## src/rtl/demux_pkg.sv

```systemverilog
// Shared definitions for the stream demultiplexer.
//   ERR_W / ERR_MAX : width and saturation value of the illegal-select counter
//   slot_state_e    : occupancy of a one-entry output slot
//   sel_width()     : select-index width for a given channel count (min 1)
package demux_pkg;

  localparam int unsigned ERR_W = 8;
  localparam logic [ERR_W-1:0] ERR_MAX = 8'd255;

  typedef enum logic {
    EMPTY = 1'b0,
    FULL  = 1'b1
  } slot_state_e;

  function automatic int unsigned sel_width(input int unsigned n);
    return (n > 1) ? $clog2(n) : 1;
  endfunction

endpackage

```

## src/rtl/demux_slot.sv

```systemverilog
// One-entry register slice holding a single beat for one output channel.
// Ports:
//   clk, rst   : clock, synchronous active-high reset (clears state and data)
//   load       : write load_data into the slot this edge (caller loads only when free)
//   load_data  : payload to store
//   drain      : downstream accepts the held beat this cycle
//   valid      : slot is FULL
//   data       : held payload; keeps its last value while EMPTY
//   free       : slot can take a beat this cycle (EMPTY, or FULL and draining)
module demux_slot
  import demux_pkg::*;
#(
  parameter int unsigned WIDTH = 8
) (
  input  logic             clk,
  input  logic             rst,
  input  logic             load,
  input  logic [WIDTH-1:0] load_data,
  input  logic             drain,
  output logic             valid,
  output logic [WIDTH-1:0] data,
  output logic             free
);

  slot_state_e      state_q, state_d;
  logic [WIDTH-1:0] data_q, data_d;

  always_comb begin
    state_d = state_q;
    data_d  = data_q;
    case (state_q)
      EMPTY: begin
        if (load) begin
          state_d = FULL;
          data_d  = load_data;
        end
      end
      FULL: begin
        // A load while draining replaces the beat in place, keeping the slot
        // FULL so a channel sustains one beat per cycle.
        if (load) begin
          data_d = load_data;
        end else if (drain) begin
          state_d = EMPTY;
        end
      end
    endcase
  end

  always_ff @(posedge clk) begin
    if (rst) begin
      state_q <= EMPTY;
      data_q  <= '0;
    end else begin
      state_q <= state_d;
      data_q  <= data_d;
    end
  end

  assign valid = (state_q == FULL);
  assign data  = data_q;
  assign free  = (state_q == EMPTY) || drain;

endmodule

```

## src/rtl/demux_stream.sv

```systemverilog
// Stream demultiplexer: routes each accepted upstream beat to one output
// channel (in_sel) or to all channels at once (in_bcast). Each channel has a
// one-entry slot, giving one-cycle latency and full per-channel throughput.
// Ports:
//   clk, rst   : clock, synchronous active-high reset
//   in_valid   : upstream beat present
//   in_ready   : beat accepted when in_valid is also high (independent of in_valid)
//   in_data    : beat payload
//   in_sel     : destination channel index
//   in_bcast   : deliver to every channel, in_sel ignored
//   out_valid  : per-channel beat present
//   out_ready  : per-channel downstream accept
//   out_data   : channel k payload in bits [k*WIDTH +: WIDTH]
//   err_cnt    : saturating count of beats dropped for an illegal in_sel
module demux_stream
  import demux_pkg::*;
#(
  parameter int unsigned WIDTH = 8,
  parameter int unsigned N_OUT = 4,
  localparam int unsigned SEL_W = sel_width(N_OUT)
) (
  input  logic                   clk,
  input  logic                   rst,
  input  logic                   in_valid,
  output logic                   in_ready,
  input  logic [WIDTH-1:0]       in_data,
  input  logic [SEL_W-1:0]       in_sel,
  input  logic                   in_bcast,
  output logic [N_OUT-1:0]       out_valid,
  input  logic [N_OUT-1:0]       out_ready,
  output logic [N_OUT*WIDTH-1:0] out_data,
  output logic [ERR_W-1:0]       err_cnt
);

  logic [N_OUT-1:0] slot_free;
  logic [N_OUT-1:0] slot_load;
  logic [31:0]      sel_idx;
  logic             sel_legal;
  logic             sel_free;
  logic             accept;
  logic [ERR_W-1:0] err_q, err_d;

  assign sel_idx = 32'(in_sel);

  always_comb begin
    sel_legal = (sel_idx < N_OUT);

    // Loop-based select avoids indexing slot_free out of range when in_sel
    // encodes a channel that does not exist.
    sel_free = 1'b0;
    for (int unsigned k = 0; k < N_OUT; k++) begin
      if (sel_idx == k) begin
        sel_free = slot_free[k];
      end
    end

    if (rst) begin
      in_ready = 1'b0;
    end else if (in_bcast) begin
      in_ready = &slot_free;
    end else if (!sel_legal) begin
      in_ready = 1'b1;
    end else begin
      in_ready = sel_free;
    end

    accept = in_valid && in_ready;

    slot_load = '0;
    for (int unsigned k = 0; k < N_OUT; k++) begin
      slot_load[k] = accept && (in_bcast || (sel_idx == k));
    end

    err_d = err_q;
    if (accept && !in_bcast && !sel_legal && (err_q != ERR_MAX)) begin
      err_d = err_q + ERR_W'(1);
    end
  end

  always_ff @(posedge clk) begin
    if (rst) begin
      err_q <= '0;
    end else begin
      err_q <= err_d;
    end
  end

  assign err_cnt = err_q;

  for (genvar k = 0; k < N_OUT; k++) begin : g_slot
    demux_slot #(
      .WIDTH(WIDTH)
    ) u_slot (
      .clk      (clk),
      .rst      (rst),
      .load     (slot_load[k]),
      .load_data(in_data),
      .drain    (out_ready[k]),
      .valid    (out_valid[k]),
      .data     (out_data[k*WIDTH +: WIDTH]),
      .free     (slot_free[k])
    );
  end

endmodule

```

## config.mk

```make
export PLATFORM = sky130hd
export DESIGN_NAME = demux_stream
export DESIGN_NICKNAME = d
export VERILOG_FILES = /design/src/rtl/demux_pkg.sv /design/src/rtl/demux_slot.sv /design/src/rtl/demux_stream.sv
export SDC_FILE = /design/constraint.sdc
export NUM_CORES = 1
export LEC_CHECK = 0
export CAP_MARGIN = 20
export CORE_UTILIZATION = 40
export CTS_BUF_LIST = sky130_fd_sc_hd__clkbuf_8
export CTS_CLUSTER_DIAMETER = 50
export DETAILED_ROUTE_END_ITERATION = 6
export PLACE_DENSITY = 0.78
export SETUP_SLACK_MARGIN = 0.15
export SLEW_MARGIN = 30
export SYNTH_ARGS = -nofsm -noshare
export SYNTH_HDL_FRONTEND = slang
export SYNTH_SLANG_ARGS = --single-unit
```

## constraint.sdc

```tcl
create_clock -name clk -period 2.7 [get_ports clk]
set_input_delay 0.27 -clock clk [delete_from_list [all_inputs] [get_ports clk]]
set_output_delay 0.27 -clock clk [all_outputs]
set_load 0.01 [all_outputs]
```

==> metrics.csv, run 1 <==
stage,metric,value,unit
outcome,outcome,"complete, no violations",
power,comb_power_share,18.9,%
timing,slew_viol_final,0,
worst_setup_path,crit_family,buffers and inverters,
yosys,synth_seq_area_share,43.3,%
global_route,grt_pass1_wl,6490,um
power,swShare,27.0,%
timing,fin_crit_sh,89.0,%
floorplan,dieWidth,66.5,um
finish,num-nets-final,256,
finish,multiInputGateArea,788,um^2
worst_setup_path,cp-start-kind,input port,
power,internal-power,0.000825,W
timing,rsz0062_at_grt,no,
timing,finalHoldViolCount,0,
global_route,busiest_layer,met2,
routing,drt_iter0_markers,267,
placement,numPortBuffers,54,
worst_setup_path,end_kind,output pin,
finish,final_cells,288,
timing,fin_skew,0.00549,ns
yosys,yosys_warnings,0,
cts,cts_resized,0,
worst_setup_path,critPathMostFrequentCell,clkdlybuf4s50_1,
cts,cts_sinks,36,
floorplan,core-area,4000,um^2
power,p_leak,0.791,nW
worst_setup_path,critical_path_arrival,2.13,ns
cts,cts_hold_buf,0,
global_route,grt_pass1_vias,1299,
worst_setup_path,critPathMaxStageDelay,0.56,ns
routing,ant_nets,0,
timing,min_period,2.40,ns
worst_setup_path,path_max_fanout,7,
routing,post-route-drc-count,0,
timing,setup_viol_count_final,0,
cts,clk_pin_slew,0.07,ns
timing,slew_headroom,58.1,%
global_route,grt_use_met2,30.9,%
cts,htreeDepth,2,
yosys,ys_types,34,
worst_setup_path,crit_path_top_delay_cell,clkdlybuf4s50_1,
routing,post_drt_wl_per_cell,14.6,um
yosys,syn_area,1670,um^2
cts,cts_tree,yes,
worst_setup_path,crit_chain,"clkdlybuf4s50_1, a21oi_2, or2_1, nand3_2, nor3_1, clkdlybuf4s50_1",
placement,place.gp.congestion,0.806,
cts,cts_made_buffers,5,
yosys,ys_ff_latch,36,
floorplan,die_y,66.5,um
power,cellPowerDensity,505,nW/um^2
power,peakVddDrop,0.000294,V
yosys,syn_inst,190,
worst_setup_path,cp_num_buf_inv,2,
routing,vias_per_cell,5.27,
power,pwr-share-seq,50.0,%
finish,ff_latch_area,721,um^2
cts,clk_path_buf_depth,2,
placement,dp.cells,281,
routing,vias,1517,
worst_setup_path,cp.required,2.43,ns
finish,n_antenna_cell,0,
global_route,grt_overflow,0,
global_route,antenna_found_initial,0,
global_route,grt_start_max_net_pins,37,
cts,cts_root_buf,clkbuf_8,
cts,insertion_delay,0.28,ns
timing,fmax,416,MHz
job,maxCapViolCount,0,
floorplan,start_util,41.6,%
routing,first_pass_iters,4,
timing,setup_tns,0,ns
finish,layout-drive-gt1-share,7.98,%
hold_path,hold_path.class,register to register,
global_route,grt.met1_usage,26.3,%
power,clkPwrFrac,31.1,%
global_route,grt_use_met3,6.16,%
power,p_sw,0.000305,W
placement,hpwlAfterDp,2810,um
cts,cts_setup_buffers,0,
timing,worst_pin_slew,0.625,ns
floorplan,ioPinCount,63,
finish,fill_cells,382,
routing,totalWireLength,4190,um
floorplan,dieArea,4430,um^2
floorplan,num_rows,23,
finish,area_growth,34.2,%
global_route,grt.total_usage,20.1,%
worst_setup_path,worstSetupPathType,input port to output pin,
yosys,avgSynthCellArea,8.76,um^2
==> per-stage QoR <==
| step | hold WS, ns | utilization, % | area, um^2 | setup slack (ns) | power, W |
|---|---|---|---|---|---|
| floorplan | 0.417 | - | 1690 | 1.20 | 0.000701 |
| CTS | 0.480 | 55.9 | 2230 | 0.318 | 0.00114 |
| finish | 0.479 | 55.9 | 2230 | 0.296 | 0.00113 |
| global placement | 0.467 | 53.9 | 2160 | 0.382 | 0.000788 |
| detailed placement | 0.471 | 53.9 | 2160 | 0.334 | 0.000789 |
| global route | 0.500 | 55.9 | 2230 | 0.201 | 0.00118 |
==> final cells by class <==
type | count | area share, %
inverters | 2 | 0.336
multi-input cells | 134 | 35.3
clock inverters | 2 | 0.392
well taps | 50 | 2.80
flip-flops and latches | 36 | 32.3
clock buffers | 5 | 3.08
repair buffers | 59 | 25.9
==> power by group through the flow <==
| stage | sequential [W] | combinational (W) | clock (W) |
|---|---|---|---|
| global route | 0.000567 | 0.000231 | 0.000379 |
| global placement | 0.000577 | 0.000211 | 0 |
| CTS | 0.000565 | 0.000213 | 0.000363 |
| detailed placement | 0.000577 | 0.000212 | 0 |
| finish | 0.000565 | 0.000213 | 0.000351 |
| floorplan | 0.000586 | 0.000116 | 0 |
==> worst min-delay path, cell delays in order (launching register included) <==
cell and delay [ns]:
dfxtp_1 0.31, o21ai_1 0.06, a21oi_1 0.06
==> final timing paths <==
check / endpoint / cells after the start / slack, ns / start
worst max register to register: g_slot[3].u_slot.data[4] / 5 / 1.00 / g_slot[2].u_slot.valid
worst min register to register: g_slot[0].u_slot.data[3] / 2 / 0.48 / g_slot[0].u_slot.data[3]
worst min-delay path: g_slot[0].u_slot.data[3] / 2 / 0.48 / g_slot[0].u_slot.data[3]
worst max-delay path: in_ready / 6 / 0.30 / in_sel[1]
==> metal layers <==
metal	part of all wire (%)	vias up	wire length, um
met5	0	-	0
met4	1.0	0	42
met3	8.2	5	344
met2	48	64	2020
met1	43	699	1790
li1	-	749	-
==> cells by family (layout without fill, tap and decap cells) <==
family          count (synthesis)  count (layout)  synth area share [%]
simple gates                   58              58                  21.0
other cells                     1               8                 0.225
compound gates                 60              60                  19.7
buf+inv                        27              68                  11.0
flops                          36              36                  43.3
mux                             8               8                  4.81
==> cells in the final DEF, fill, tap and decap left out, types with 2 or more instances in the layout <==
cell type / count
a21oi_1: 28
buf_4: 5
clkbuf_8: 5
clkdlybuf4s50_1: 54
conb_1: 8
dfxtp_1: 36
inv_1: 3
mux2i_1: 8
nand2b_1: 3
nand3_1: 24
nor2_1: 11
nor2b_1: 3
nor3_1: 2
nor3_2: 2
o21ai_0: 7
o21ai_1: 20
or3_1: 2
or4b_1: 2
==> sequential cells by signal (all words and copies together) (netlist names) <==
| name | flops |
|---|---|
| g_slot.u_slot.data | 32 |
| g_slot.u_slot.valid | 4 |
==> synthesized netlist by cell type <==
master	n	area (um^2)
nor4b_4	1	23.8
dfxtp_1	36	721
or3_1	2	12.5
or4b_1	2	20.0
and2_1	1	6.26
or2b_1	1	7.51
nor3_1	2	10.0
o21ai_1	20	100
inv_1	2	7.51
buf_4	12	90.1
nor2b_1	3	18.8
a21boi_4	1	18.8
buf_6	4	45.0
conb_1	1	3.75
o21ai_0	7	35.0
o2111ai_1	1	8.76
nand3_2	1	10.0
mux2i_1	8	80.1
nand2b_2	1	8.76
o221ai_1	1	8.76
or2_1	1	6.26
clkbuf_1	3	11.3
buf_2	5	25.0
nor2_1	11	41.3
nand3_1	24	120
nand2b_1	3	18.8
nor3_2	2	20.0
o21bai_1	1	7.51
buf_1	1	3.75
a21oi_2	1	8.76
nand2_1	1	3.75
nor3_4	1	16.3
a21oi_1	28	140
and3_1	1	6.26
Note: power is estimated with default switching activity, not from simulation.
==> run 2, diff against run 1 <==
--- a/config.mk
+++ b/config.mk
@@ -10,7 +10,7 @@
 export CTS_BUF_LIST = sky130_fd_sc_hd__clkbuf_8
 export CTS_CLUSTER_DIAMETER = 50
 export DETAILED_ROUTE_END_ITERATION = 6
-export PLACE_DENSITY = 0.78
+export PLACE_DENSITY_LB_ADDON = 0.25
 export SETUP_SLACK_MARGIN = 0.15
 export SLEW_MARGIN = 30
 export SYNTH_ARGS = -nofsm -noshare
==> metrics.csv, run 2 (synthesis gave the netlist of run 1 again) <==
stage,metric,value,unit,change
outcome,outcome,"complete, no violations",,
finish,area_growth,34.6,%,
finish,final_cells,289,,+0.35%
floorplan,die_y,66.5,um,unchanged
cts,clk_path_buf_depth,2,,unchanged
worst_setup_path,cp.required,2.43,ns,about the same
cts,cts_resized,0,,unchanged
timing,fin_skew,0.00546,ns,-0.0000368 ns
worst_setup_path,end_kind,output pin,,
power,p_sw,0.000317,W,+4.1%
cts,cts_setup_buffers,0,,unchanged
cts,clk_pin_slew,0.07,ns,about the same
placement,numPortBuffers,54,,unchanged
cts,cts_made_buffers,5,,unchanged
timing,fin_crit_sh,87.5,%,-1.6 points
cts,cts_sinks,36,,unchanged
global_route,grt.total_usage,20.8,%,+0.66 points
power,clkPwrFrac,32.2,%,+1.1 points
timing,slew_headroom,58.9,%,+0.81 points
timing,slew_viol_final,0,,unchanged
worst_setup_path,crit_path_top_delay_cell,clkdlybuf4s50_1,,
routing,vias_per_cell,5.22,,-0.87%
cts,htreeDepth,2,,unchanged
power,peakVddDrop,0.000312,V,+6.1%
cts,cts_tree,yes,,
floorplan,dieWidth,66.5,um,unchanged
timing,min_period,2.36,ns,-0.0425 ns
worst_setup_path,crit_chain,"clkdlybuf4s50_1, nor2b_1, a21oi_1, nand3_2, nor3_1, clkdlybuf4s50_1",,
global_route,grt_pass1_vias,1358,,+4.5%
worst_setup_path,path_max_fanout,7,,unchanged
power,p_leak,0.796,nW,+0.70%
floorplan,num_rows,23,,unchanged
worst_setup_path,critPathMostFrequentCell,clkdlybuf4s50_1,,
worst_setup_path,cp-start-kind,input port,,
placement,hpwlAfterDp,2740,um,-2.2%
routing,post_drt_wl_per_cell,14.3,um,-1.4%
finish,n_antenna_cell,0,,unchanged
global_route,grt_overflow,0,,unchanged
worst_setup_path,worstSetupPathType,input port to output pin,,
global_route,grt_pass1_wl,6730,um,+3.7%
routing,post-route-drc-count,0,,unchanged
timing,setup_tns,0,ns,unchanged
timing,setup_viol_count_final,0,,unchanged
routing,vias,1509,,-0.53%
power,internal-power,0.000830,W,+0.60%
worst_setup_path,critPathMaxStageDelay,0.56,ns,about the same
floorplan,dieArea,4430,um^2,unchanged
finish,largest_register_ff_count,32,,unchanged
power,comb_power_share,18.6,%,-0.3 points
global_route,grt_start_max_net_pins,37,,unchanged
worst_setup_path,critical_path_arrival,2.09,ns,-0.04 ns
finish,layout-drive-gt1-share,7.95,%,-0.033 points
cts,cts_hold_buf,0,,unchanged
placement,place.gp.congestion,0.860,,+6.7%
timing,finalHoldViolCount,0,,unchanged
routing,drt_iter0_markers,98,,-63%
power,swShare,27.6,%,+0.68 points
finish,final_cell_mix,"54 x clkdlybuf4s50_1, 36 x dfxtp_1, 28 x a21oi_1, 24 x nand3_1, 20 x o21ai_1",,
power,pwr-share-seq,49.2,%,-0.8 points
routing,first_pass_iters,4,,unchanged
job,maxCapViolCount,0,,unchanged
timing,fmax,424,MHz,+1.8%
power,cellPowerDensity,512,nW/um^2,+1.2%
timing,rsz0062_at_grt,no,,
finish,layout_commonest_cell,clkdlybuf4s50_1,,
routing,totalWireLength,4150,um,-1.1%
routing,ant_nets,0,,unchanged
floorplan,ioPinCount,63,,unchanged
floorplan,start_util,41.6,%,unchanged
hold_path,hold_path.class,register to register,,
floorplan,core-area,4000,um^2,unchanged
cts,cts_root_buf,clkbuf_8,,
cts,insertion_delay,0.29,ns,about the same
finish,num-nets-final,256,,unchanged
worst_setup_path,reg2reg_slack,1.01,ns,about the same
timing,worst_pin_slew,0.613,ns,-0.0120 ns
global_route,antenna_found_initial,0,,unchanged
placement,dp.cells,281,,unchanged
[run 2: per-layer routing]
metal | part of all wire, % | routed length (um) | global-route usage [%]
met3 | 6.8 | 284 | 4.62
met5 | 0 | 0 | 0
met4 | 0.70 | 29 | 9.57
met1 | 45 | 1880 | 28.0
met2 | 47 | 1950 | 31.3
[run 2: per-stage QoR]
step | cell area, um^2 | power [W] | setup WS (ns) | hold slack, ns | util (%)
6_report | 2240 | 0.00115 | 0.339 | 0.478 | 56.1
5_1_grt | 2240 | 0.00120 | 0.202 | 0.500 | 56.1
4_1_cts | 2240 | 0.00116 | 0.351 | 0.481 | 56.1
3_5_place_dp | 2160 | 0.000790 | 0.355 | 0.471 | 53.9
3_3_place_gp | 2160 | 0.000789 | 0.385 | 0.466 | 53.9
2_1_floorplan | 1690 | 0.000701 | 1.20 | 0.417 | -
[run 2: cell type report]
type	count	area, um^2
fill	393	1760
clock inverter	3	16.3
multi-input combinational	134	788
clock buffer	5	68.8
timing repair buffer	59	578
tap	50	62.6
inverter	2	7.51
sequential	36	721
[run 2: final timing paths]
path	endpoint	from	cells past startpoint
hold / removal	g_slot[3].u_slot.data[4]	g_slot[3].u_slot.data[4]	2
hold reg to reg	g_slot[3].u_slot.data[4]	g_slot[3].u_slot.data[4]	2
setup reg to reg	g_slot[3].u_slot.data[6]	g_slot[2].u_slot.valid	5
setup / recovery	in_ready	in_sel[1]	6
[run 2: worst max-delay path, delay by kind of cell]
kind / cells / cell delay (ns)
AOI/OAI and AO/OA: 1 / 0.24
buffers and inverters: 2 / 1.12
and+or+nand+nor: 3 / 0.47
[run 2: power groups by stage]
stage	sequential, W	combinational [W]	clock (W)
after global placement	0.000577	0.000212	0
after detailed placement	0.000577	0.000213	0
after global routing	0.000567	0.000234	0.000401
after CTS	0.000565	0.000214	0.000381
final	0.000565	0.000213	0.000369
after floorplan	0.000586	0.000116	0
